**src/rtl/line_buffer_k.sv**
```systemverilog
`default_nettype none
// ============================================================================
// Module   : line_buffer_k
// Purpose  : K-row line buffer that presents a vertically aligned column of
//            taps from a raster pixel stream. LINEBUF_ZPAD_EN selects top
//            zero-padding mode.
// Revision : 1.0  initial release
// ============================================================================
module line_buffer_k #(
    parameter int MAP_WIDTH   = 24,
    parameter int MAP_HEIGHT  = 24,
    parameter int DATA_WIDTH  = 16,
    parameter int KERNEL_ROWS = 3,
    localparam int COL_W = (MAP_WIDTH  > 1) ? $clog2(MAP_WIDTH)  : 1,
    localparam int ROW_W = (MAP_HEIGHT > 1) ? $clog2(MAP_HEIGHT) : 1
) (
    input  logic                              clk,
    input  logic                              rst,
    input  logic                              clr,
    input  logic [DATA_WIDTH-1:0]             d_in,
    input  logic                              in_valid,
    output logic [KERNEL_ROWS*DATA_WIDTH-1:0] d_out,
    output logic                              out_valid,
    output logic [COL_W-1:0]                  col_idx,
    output logic [ROW_W-1:0]                  row_idx,
    output logic                              frame_done
);

    localparam int              c_depth     = (KERNEL_ROWS - 1) * MAP_WIDTH + 1;
    localparam logic [COL_W-1:0] c_col_last  = COL_W'(MAP_WIDTH - 1);
    localparam logic [ROW_W-1:0] c_row_last  = ROW_W'(MAP_HEIGHT - 1);
    localparam logic [ROW_W-1:0] c_row_first = ROW_W'(KERNEL_ROWS - 1);

    logic [DATA_WIDTH-1:0]             r_sr [c_depth];
    logic [COL_W-1:0]                  r_col;
    logic [ROW_W-1:0]                  r_row;
    logic [COL_W-1:0]                  r_pix_col;
    logic [ROW_W-1:0]                  r_pix_row;
    logic                              r_acc;
    logic                              w_accept;
    logic                              w_row_ok;
    logic                              w_last;
    logic [KERNEL_ROWS*DATA_WIDTH-1:0] w_taps;

    assign w_accept = in_valid & ~clr;
    assign w_last   = (r_pix_col == c_col_last) && (r_pix_row == c_row_last);

    // Pixel storage carries no reset; row gating hides whatever it holds.
    always_ff @(posedge clk) begin
        if (w_accept) begin
            r_sr[0] <= d_in;
            for (int i = 1; i < c_depth; i++) begin
                r_sr[i] <= r_sr[i-1];
            end
        end
    end

    // Stage 1: raster position counters and position of the last accepted pixel.
    always_ff @(posedge clk or posedge rst) begin
        if (rst) begin
            r_col     <= '0;
            r_row     <= '0;
            r_pix_col <= '0;
            r_pix_row <= '0;
            r_acc     <= 1'b0;
        end else if (clr) begin
            r_col <= '0;
            r_row <= '0;
            r_acc <= 1'b0;
        end else begin
            r_acc <= in_valid;
            if (in_valid) begin
                r_pix_col <= r_col;
                r_pix_row <= r_row;
                if (r_col == c_col_last) begin
                    r_col <= '0;
                    r_row <= (r_row == c_row_last) ? '0 : r_row + 1'b1;
                end else begin
                    r_col <= r_col + 1'b1;
                end
            end
        end
    end

    generate
        for (genvar j = 0; j < KERNEL_ROWS; j++) begin : g_tap
`ifdef LINEBUF_ZPAD_EN
            if (j == 0) begin : g_newest
                assign w_taps[j*DATA_WIDTH +: DATA_WIDTH] = r_sr[0];
            end else begin : g_pad
                assign w_taps[j*DATA_WIDTH +: DATA_WIDTH] =
                    (r_pix_row < ROW_W'(j)) ? '0 : r_sr[j*MAP_WIDTH];
            end
`else
            assign w_taps[j*DATA_WIDTH +: DATA_WIDTH] = r_sr[j*MAP_WIDTH];
`endif
        end
    endgenerate

`ifdef LINEBUF_ZPAD_EN
    assign w_row_ok = 1'b1;
`else
    assign w_row_ok = (r_pix_row >= c_row_first);
`endif

    // Stage 2: registered outputs; d_out and indices hold across idle cycles.
    always_ff @(posedge clk or posedge rst) begin
        if (rst) begin
            d_out      <= '0;
            out_valid  <= 1'b0;
            col_idx    <= '0;
            row_idx    <= '0;
            frame_done <= 1'b0;
        end else if (clr) begin
            out_valid  <= 1'b0;
            frame_done <= 1'b0;
        end else begin
            out_valid  <= r_acc & w_row_ok;
            frame_done <= r_acc & w_last;
            if (r_acc) begin
                d_out   <= w_taps;
                col_idx <= r_pix_col;
                row_idx <= r_pix_row;
            end
        end
    end

endmodule
`default_nettype wire
```
**config.mk**
```make
export PLATFORM = sky130hd
export DESIGN_NAME = line_buffer_k
export DESIGN_NICKNAME = d
export VERILOG_FILES = /design/src/rtl/line_buffer_k.sv
export SDC_FILE = /design/constraint.sdc
export NUM_CORES = 1
export LEC_CHECK = 0
export BUFFER_PORTS_ARGS = -buffer_cell sky130_fd_sc_hd__clkbuf_2
export CAP_MARGIN = 20
export CELL_PAD_IN_SITES_DETAIL_PLACEMENT = 2
export CELL_PAD_IN_SITES_GLOBAL_PLACEMENT = 2
export CORE_MARGIN = 4
export CORE_UTILIZATION = 30
export DETAILED_ROUTE_END_ITERATION = 12
export PLACE_DENSITY = 0.55
export SYNTH_ARGS = -nofsm -noshare
export SYNTH_HDL_FRONTEND = slang
export SYNTH_SLANG_ARGS = --single-unit
export TNS_END_PERCENT = 5
```
**constraint.sdc**
```tcl
create_clock -name clk -period 2.05 [get_ports clk]
set_input_delay 0.1025 -clock clk [delete_from_list [all_inputs] [get_ports clk]]
set_output_delay 0.1025 -clock clk [all_outputs]
set_load 0.02 [all_outputs]
```
==> results.toml <==
[final_layout]
final_nets = 1228
drive_gt1_share_pct = 24.4
fin_area_sq_um = 32000
final_cells = 2448
syn_to_final_growth_pct = 19.8

[synthesis]
synth-seq-cells = 865
syn_nets = 1016
avgSynthCellArea_sq_um = 26.9
yosys_warnings = 0
synth-seq-area-share_pct = 95.6
synthesis.area_sq_um = 26700
synth_cell_type_count = 29
synth_cells = 994

[setup_path]
crit_required_ns = 2.60
worstPathBufferInverterCount = 1
crit_arrival_ns = 2.25
end_kind = "flip-flop"
cpLargestDelayFamily = "buffers and inverters"
crit_type = "reg2reg"
crit_path_max_incr_delay_ns = 0.57
worstPathCellList = "ha_1 -> nand4b_2 -> nand3b_1 -> a21oi_1 -> dlygate4sd3_1"
cp_max_fo = 5
start_kind = "flip-flop"
slowest_stage = "dlygate4sd3_1"

[timing]
fin_tns_setup_ns = 0
relSlewSlack_pct = 62.6
setup_slack_ns = 0.347
drv_slew = 0
worstMarginPinSlew_ns = 0.560
max_freq_ghz = 0.587
skew_ns = 0.0146
hold_viol_final = 0
rsz0062_at_grt = "no"
holdWs_ns = 0.0591
fin_crit_ns = 1.70
fin_crit_sh_pct = 83.1
setup_viol = 0

[global_route]
grt_use_total_pct = 9.73
grt_pass1_wl_um = 69900
grt_pass1_vias = 11138
grt_remaining_overflow = 0
antenna_found_initial = 6
grt_max_degree = 82

[floorplan]
core.rowCount = 109
start_util_pct = 30.3
dieArea_sq_um = 94000
dieWidth_um = 307
ios = 80
core_sq_um = 88400
die_height_um = 307

[placed_design]
gp_congestion = 0.647
port_buffers = 79
dpl.cell_count = 2259
dp_hpwl_um = 26500
post_dp_cell_area_sq_um = 29000
place_ws_ns = 0.341

[routing]
viasPerCell = 4.04
remaining_drc_errors = 0
post_drt_wl_per_cell_um = 18.6
top_layer = "met5"
antenna_left = 0
wl_met1_um = 18500
met2_length_um = 23900
num_vias = 9887
firstDrtPassIters = 4
wl_um = 45600
drt_iter0_drc = 683
route.met3.wl_um = 2010

[cts]
clockRootBuffer = "clkbuf_16"
cts_tree = "built"
cts_htree_levels = 3
numCtsBuffers = 90
cts_num_sinks = 865
clkLatencyLatePin_ns = 0.62
clock_path_buffers = 3
post-cts-setup-buffers = 0
clk_pin_slew_ns = 0.06

[power]
power_density_nw_per_um2 = 1150
vdd_ir_drop_max_v = 0.000602
p_leak_nw = 10.8

[run]
drv_cap = 0

[min_path]
hold_class = "in2async"

[status]
outcome = "finished clean"
==> what timing repair did <==
action	in CTS	in global routing
setup endpoints to repair	0	0
hold buffers	20	0
resized for setup	0	0
endpoints found under the hold margin	103	0
==> worst paths after layout <==
check	from	end	slack (ns)	cells past startpoint
worst max-delay path	r_col[0]$_DFFE_PP0P_	r_col[0]$_DFFE_PP0P_	0.35	5
worst min-delay path	rst	d_out[4]$_DFFE_PP0P_	0.06	3
worst max register to register	r_col[0]$_DFFE_PP0P_	r_col[0]$_DFFE_PP0P_	0.35	5
worst min register to register	r_sr[19][13]$_DFFE_PP_	r_sr[20][13]$_DFFE_PP_	0.41	0
max in group asynchronous	rst	d_out[32]$_DFFE_PP0P_	1.34	4
min in group clk	d_in[7]	r_sr[0][7]$_DFFE_PP_	0.20	2
==> state kept, by name, summed over array words and instances, names as in the netlist, 5 cells and up <==
register,count
col_idx,5
r_row,5
r_pix_row,5
r_sr,784
r_pix_col,5
d_out,48
r_col,5
row_idx,5
==> metal layers <==
| layer | vias to the layer above | track usage [%] |
|---|---|---|
| met1 | 5172 | 11.7 |
| li1 | 4425 | - |
| met5 | - | 0 |
| met2 | 196 | 17.3 |
| met3 | 92 | 2.27 |
| met4 | 2 | 3.21 |
==> tightest hold or removal path, cell delays in order <==
cell	delay, ns
dlygate4sd3_1	0.53
clkbuf_2	0.12
inv_4	0.37
==> power by group <==
part	internal, mW	leakage (nW)	switching [mW]	total [mW]
clock network	8.86	1.39	6.50	15.4
logic	0.397	1.08	0.772	1.17
registers	20.1	8.38	0.330	20.4
==> cell usage in the layout (no fill, tap or decap), types with 3 or more instances in the layout <==
cell type and n:
clkbuf_16 93, edfxtp_1 784, buf_4 13, nand2_1 3, dlygate4sd3_1 20, nand3_1 3, dfrtp_1 81, nor2b_1 3
nand4_1 3, clkbuf_1 28, nand4b_1 3, clkbuf_2 79, clkinv_1 13, mux2_2 69, a21oi_1 4, buf_12 18
clkinv_2 20, nand3b_1 3, mux2i_1 3, clkbuf_8 7, nor2_1 4, nand2b_1 3
==> Yosys cell counts (all sizes together) <==
library cell  instances  area [sq um]
or4b                  1          10.0
and2                  1          6.26
nand4b                4          41.3
and3                  1          7.51
nor2b                 4          25.0
nor3                  1          5.00
nand3                 3          15.0
a32o                  1          10.0
nand2                 3          11.3
inv                   2          7.51
nand4                 3          18.8
buf                   8          40.0
or3b                  2          17.5
o21ai                 2          10.0
ha                    2          25.0
clkbuf                2          7.51
nand2b                4          25.0
a21oi                 4          20.0
mux2i                 3          30.0
mux2                 69           777
nor2                  4          15.0
o41a                  1          11.3
dfrtp                81          2030
nand3b                3          22.5
xor2                  1          8.76
edfxtp              784         23500
==> through the flow <==
step	util (%)	total power [mW]
3_5_place_dp	32.8	22.0
6_report	36.2	36.9
3_3_place_gp	32.8	21.8
5_1_grt	36.2	38.6
4_1_cts	36.2	37.7
2_1_floorplan	-	21.6
==> final cells by class <==
type / count / area (sq um)
fill: 8517 / 56300
inverter: 2 / 13.8
multi-input combinational: 117 / 1130
clock buffer: 128 / 2530
sequential: 865 / 25600
tap: 1165 / 1460
antenna: 1 / 2.50
clock inverter: 40 / 279
timing repair buffer: 130 / 1050
==> kinds of logic (layout without fill, tap and decap cells) <==
group,count (synthesis),in the layout,share of synthesized area [%]
XOR/XNOR,1,1,0.0328
AO/OA/AOI/OAI,8,8,0.192
multiplexers,72,72,3.02
other,0,1,0
buffers and inverters,12,300,0.206
adder cells (fa/ha/maj),2,2,0.0936
AND/OR/NAND/NOR,34,34,0.824
flip-flops,865,865,95.6
No activity file was read; power rests on OpenSTA's default activity.
